`src/rtl/irq_vector_unit.sv`:
```
// Interrupt-acknowledge vector unit: on a CPU iack rising edge it acks the router,
// then drives the selected (or spurious) vector byte until iack drops or times out.
module irq_vector_unit #(
    parameter int NUM_SLOTS      = 5,
    parameter int SLOT_IDX_WIDTH = 3,
    parameter int CFG_ADDR_WIDTH = 8,
    parameter int TIMEOUT_CYCLES = 255
) (
    input  logic                      clk,
    input  logic                      rst,
    input  logic                      irq_int_active,
    input  logic [SLOT_IDX_WIDTH-1:0] irq_int_slot,
    input  logic                      cpu_iack,
    output logic                      irq_ack,
    output logic                      vec_oe,
    output logic [7:0]                vec_data,
    input  logic                      cfg_wr_en,
    input  logic                      cfg_rd_en,
    input  logic [CFG_ADDR_WIDTH-1:0] cfg_addr,
    input  logic [31:0]               cfg_wdata,
    output logic [31:0]               cfg_rdata
);
    localparam logic [CFG_ADDR_WIDTH-1:0] SPUR_ADDR    = CFG_ADDR_WIDTH'(NUM_SLOTS);
    localparam logic [CFG_ADDR_WIDTH-1:0] STATUS_ADDR  = CFG_ADDR_WIDTH'(NUM_SLOTS + 1);
    localparam logic [7:0]                TIMEOUT_LAST = 8'(TIMEOUT_CYCLES - 1);

    typedef enum logic [1:0] {
        IDLE     = 2'd0,
        ACK      = 2'd1,
        DRIVE    = 2'd2,
        WAIT_REL = 2'd3
    } state_t;

    state_t      state_r;
    logic [7:0]  vector_r [NUM_SLOTS];
    logic [7:0]  spur_vec_r;
    logic [7:0]  spur_count_r;
    logic [7:0]  drive_cnt_r;
    logic        timeout_flag_r;
    logic        iack_q_r;
    logic        spur_cycle_r;

    logic        iack_rise_s;
    logic        status_clr_s;
    logic        sel_spur_s;
    logic [7:0]  sel_vec_s;
    logic [31:0] rd_data_s;
    logic        wdata_unused_s;

    assign iack_rise_s    = cpu_iack & ~iack_q_r;
    assign status_clr_s   = cfg_wr_en && (cfg_addr == STATUS_ADDR);
    assign wdata_unused_s = ^cfg_wdata[31:8];

    // Vector selection: a slot hit only when the router reports an active in-range slot.
    always_comb begin
        sel_vec_s  = spur_vec_r;
        sel_spur_s = 1'b1;
        for (int i = 0; i < NUM_SLOTS; i++) begin
            if (irq_int_active && (irq_int_slot == SLOT_IDX_WIDTH'(i))) begin
                sel_vec_s  = vector_r[i];
                sel_spur_s = 1'b0;
            end else begin
                sel_vec_s  = sel_vec_s;
                sel_spur_s = sel_spur_s;
            end
        end
    end

    // Config read decode; unmapped addresses read zero.
    always_comb begin
        rd_data_s = 32'd0;
        if (cfg_addr == SPUR_ADDR) begin
            rd_data_s = {24'd0, spur_vec_r};
        end else if (cfg_addr == STATUS_ADDR) begin
            rd_data_s = {23'd0, timeout_flag_r, spur_count_r};
        end else begin
            for (int i = 0; i < NUM_SLOTS; i++) begin
                if (cfg_addr == CFG_ADDR_WIDTH'(i)) begin
                    rd_data_s = {24'd0, vector_r[i]};
                end else begin
                    rd_data_s = rd_data_s;
                end
            end
        end
    end

    // Vector configuration registers.
    always_ff @(posedge clk) begin
        if (rst) begin
            for (int i = 0; i < NUM_SLOTS; i++) begin
                vector_r[i] <= 8'd0;
            end
            spur_vec_r <= 8'd0;
        end else begin
            for (int i = 0; i < NUM_SLOTS; i++) begin
                if (cfg_wr_en && (cfg_addr == CFG_ADDR_WIDTH'(i))) begin
                    vector_r[i] <= cfg_wdata[7:0];
                end
            end
            if (cfg_wr_en && (cfg_addr == SPUR_ADDR)) begin
                spur_vec_r <= cfg_wdata[7:0];
            end
        end
    end

    // Registered read port: data only in the cycle after a read strobe.
    always_ff @(posedge clk) begin
        if (rst) begin
            cfg_rdata <= 32'd0;
        end else begin
            cfg_rdata <= cfg_rd_en ? rd_data_s : 32'd0;
        end
    end

    // Acknowledge sequencer with status bookkeeping; a status clear beats any update.
    always_ff @(posedge clk) begin
        if (rst) begin
            state_r        <= IDLE;
            irq_ack        <= 1'b0;
            vec_oe         <= 1'b0;
            vec_data       <= 8'd0;
            spur_count_r   <= 8'd0;
            timeout_flag_r <= 1'b0;
            drive_cnt_r    <= 8'd0;
            iack_q_r       <= 1'b0;
            spur_cycle_r   <= 1'b0;
        end else begin
            iack_q_r <= cpu_iack;
            irq_ack  <= 1'b0;
            case (state_r)
                IDLE: begin
                    vec_oe <= 1'b0;
                    if (iack_rise_s) begin
                        state_r      <= ACK;
                        vec_data     <= sel_vec_s;
                        spur_cycle_r <= sel_spur_s;
                        irq_ack      <= ~sel_spur_s;
                    end
                end
                ACK: begin
                    state_r     <= DRIVE;
                    vec_oe      <= 1'b1;
                    drive_cnt_r <= 8'd0;
                end
                DRIVE: begin
                    if (!cpu_iack) begin
                        state_r <= IDLE;
                        vec_oe  <= 1'b0;
                    end else if (drive_cnt_r == TIMEOUT_LAST) begin
                        state_r <= WAIT_REL;
                        vec_oe  <= 1'b0;
                    end else begin
                        drive_cnt_r <= drive_cnt_r + 8'd1;
                    end
                end
                WAIT_REL: begin
                    vec_oe <= 1'b0;
                    if (!cpu_iack) begin
                        state_r <= IDLE;
                    end
                end
                default: begin
                    state_r <= IDLE;
                    vec_oe  <= 1'b0;
                end
            endcase

            if (status_clr_s) begin
                spur_count_r   <= 8'd0;
                timeout_flag_r <= 1'b0;
            end else begin
                if ((state_r == ACK) && spur_cycle_r && (spur_count_r != 8'hFF)) begin
                    spur_count_r <= spur_count_r + 8'd1;
                end
                if ((state_r == DRIVE) && cpu_iack && (drive_cnt_r == TIMEOUT_LAST)) begin
                    timeout_flag_r <= 1'b1;
                end
            end
        end
    end
endmodule

```
`config.mk`:
```
export PLATFORM = sky130hd
export DESIGN_NAME = irq_vector_unit
export DESIGN_NICKNAME = d
export VERILOG_FILES = /design/src/rtl/irq_vector_unit.sv
export SDC_FILE = /design/constraint.sdc
export NUM_CORES = 1
export LEC_CHECK = 0
export CORE_ASPECT_RATIO = 0.8
export CORE_MARGIN = 1
export CORE_UTILIZATION = 37
export CTS_BUF_LIST = sky130_fd_sc_hd__clkbuf_16
export DETAILED_ROUTE_END_ITERATION = 12
export DONT_BUFFER_PORTS = 1
export PLACE_DENSITY_LB_ADDON = 0.12
export SLEW_MARGIN = 20
export SYNTH_ARGS = -nofsm -noshare
export SYNTH_HDL_FRONTEND = slang
export SYNTH_SLANG_ARGS = --single-unit
```
`constraint.sdc`:
```
create_clock -name clk -period 3.2 [get_ports clk]
set_clock_uncertainty 0.2 [all_clocks]
set_input_delay 0.64 -clock clk [delete_from_list [all_inputs] [get_ports clk]]
set_output_delay 0.64 -clock clk [all_outputs]
set_load 0.005 [all_outputs]
```
==> impl_metrics.json <==
{
  "status": "complete, but fails checks",
  "violations": "DRC",
  "cts_num_sinks": 88,
  "hold_ws_ns": 0.164,
  "grt_pass1_wl_um": 17100,
  "dieArea_um2": 12700,
  "drtAntennaViolNets": 0,
  "setup_viol": 0,
  "antenna_cells": 0,
  "worstSetupEndpointType": "flop",
  "synthesis.area_um2": 4520,
  "ys_seq_elements": 88,
  "dpl.hpwl_um": 8360,
  "drv_cap": 0,
  "grt_overflow": 0,
  "area_growth_pct": 7.53,
  "synth_fa_ha_area_frac": 0.00830,
  "synth_area_per_cell_um2": 9.75,
  "detail_route.iter0.violations": 232,
  "grt_use_total": 0.180,
  "tritoncts": "built",
  "fp-row-count": 35,
  "drive_above_1_share": 0.0588,
  "synth-xor-area-share": 0.0116,
  "synth_cells": 464,
  "fin_setup_tns_ns": 0,
  "drt_first_pass_iters": 9,
  "cp-start-kind": "input pin",
  "switching_power_uw": 574,
  "wl_per_cell_um": 18.1,
  "fp.dieW_um": 126,
  "worst_path_largest_cell_delay_ns": 0.56,
  "finalMaxSlewViolations": 0,
  "cts_buffer_depth": 2,
  "cp.arrival_ns": 2.03,
  "start_util": 0.387,
  "cts_resized": 0,
  "synth_simple_gate_area_share": 0.206,
  "hold_path.class": "in2reg",
  "synth.distinct_cells": 56,
  "cts.clk_slew.worst_paths_ns": 0.06,
  "worst-path-buf-inv": 1,
  "vdd_ir_drop_max_uv": 251,
  "antenna_found_initial": 0,
  "seq_power_share": 0.508,
  "worstMarginPinSlew_ns": 0.821,
  "dr_total_vias": 3275,
  "reg2reg_setup_slack_ns": 1.10,
  "period_share": 0.697,
  "grtUsageMet2": 0.247,
  "global_route.usage.met1": 0.273,
  "busiest_layer": "met1",
  "synth_edf_count": 40,
  "synth_top_family_by_area": "simple AND/OR/NAND/NOR gates",
  "post_cts_buffers": 0,
  "vias_per_cell": 5.40,
  "met3_usage": 0.0557,
  "numCtsBuffers": 9,
  "cts_hold_repair.buffers": 0,
  "cp_data_required_time_ns": 3.00,
  "yosysSeqAreaShare": 0.478,
  "crit_fanout": 8,
  "htreeDepth": 3,
  "grt_pass1_vias": 2984,
  "fmax_ghz": 0.449,
  "path_delay_family": "simple AND/OR/NAND/NOR gates",
  "power.density_nw_per_um2": 505,
  "synth_ff_type": "dfxtp_1",
  "pwr-share-comb": 0.056,
  "insertion_delay_ns": 0.34,
  "place_congestion": 0.883,
  "synth.largest_area_cell": "edfxtp_1",
  "port_buffers": 0,
  "synthMuxAreaShare": 0.0758,
  "clkPwrFrac": 0.435,
  "swShare": 0.234,
  "crit_chain": "or4_4 -> nor4b_1 -> buf_4 -> a21o_1",
  "die_h_um": 101,
  "synth_compound_area_frac": 0.143,
  "crit_type": "in2reg",
  "synth_common_cells": "dfxtp_1 (48), edfxtp_1 (40), nor2_1 (36)",
  "yosysMostFrequentCell": "dfxtp_1",
  "drc": 7,
  "core-area_um2": 11700,
  "period_minus_slack_ns": 2.23,
  "rsz0062_at_grt": "no",
  "wl_um": 11000,
  "grt_max_degree": 36,
  "maxSlewHeadroom": 0.449,
  "yosysWarnings": 0,
  "yosysTopAreaCellShare": 0.266,
  "synth.area.top_cells": "edfxtp_1 (27%), dfxtp_1 (21%), mux2i_1 (7.1%)",
  "finalHoldViolations": 0,
  "final_core_util": 0.416,
  "slowest_stage": "or4_4",
  "async_reset_ff_frac": 0,
  "cts_root_buf": "clkbuf_16",
  "leakage_nw": 1.76,
  "io_pins": 91,
  "p_int_mw": 1.88,
  "fin_nets": 506
}
[flip-flops by register name, indices dropped and copies added (netlist names)]
name            flops
spur_cycle_r        1
vec_data            8
timeout_flag_r      1
vector_r           40
iack_q_r            1
vec_oe              1
drive_cnt_r         8
irq_ack             1
spur_count_r        8
cfg_rdata           9
spur_vec_r          8
state_r             2
[placed cells by master (no fill, tap or decap), types with 15 or more instances in the layout]
cell	n
dfxtp_1	48
mux2i_1	32
inv_1	21
nor2_1	36
edfxtp_1	40
a21oi_1	22
nand2b_1	23
nand3_1	17
nand2_1	32
and2_1	15
conb_1	23
[power groups by stage]
stage | clock network (mW) | registers (mW) | logic [mW]
2_1_floorplan | 0 | 1.25 | 0.153
3_3_place_gp | 0 | 1.27 | 0.136
3_5_place_dp | 0 | 1.27 | 0.138
4_1_cts | 1.10 | 1.24 | 0.138
5_1_grt | 1.15 | 1.25 | 0.155
6_report | 1.07 | 1.25 | 0.138
[routing by layer]
layer  vias to the layer above  routed length [um]
met3                        11                 759
met5                         -                   0
li1                       1619                   -
met4                         0                 113
met1                      1533                5790
met2                       112                4320
[cells by family (layout without fill, tap and decap cells)]
logic type,count (synthesis),in the layout
AND/OR/NAND/NOR,171,171
adder cells (fa/ha/maj),3,3
AO/OA/AOI/OAI,93,93
other,1,23
flip-flops,88,88
buffers and inverters,69,42
multiplexers,33,33
XOR/XNOR,6,6
[per-stage QoR]
stage / instances / area, um2 / setup slack, ns / total power [mW]
after global routing: 607 / 4860 / 0.892 / 2.55
after global placement: 591 / 4560 / 0.608 / 1.41
final: 607 / 4860 / 0.971 / 2.45
after CTS: 607 / 4860 / 0.962 / 2.48
after detailed placement: 591 / 4560 / 0.601 / 1.41
after floorplan: 486 / 4600 / 0.644 / 1.40
[final timing paths]
check,cells after the start,end,startpoint
max,4,vector_r[0][3],cfg_addr[4]
min,1,state_r[1],rst
max reg2reg,6,drive_cnt_r[3],drive_cnt_r[0]
min reg2reg,2,cfg_rdata[8],timeout_flag_r
[cell type report]
cell class	instances	area, um2
Timing Repair Buffer	5	37.5
Inverter	21	78.8
Clock inverter	7	77.6
Multi-Input combinational cell	329	2100
Sequential cell	88	2160
Tap cell	148	185
Clock buffer	9	225
Fill cell	1140	6830
Note: power is estimated with default switching activity, not from simulation.
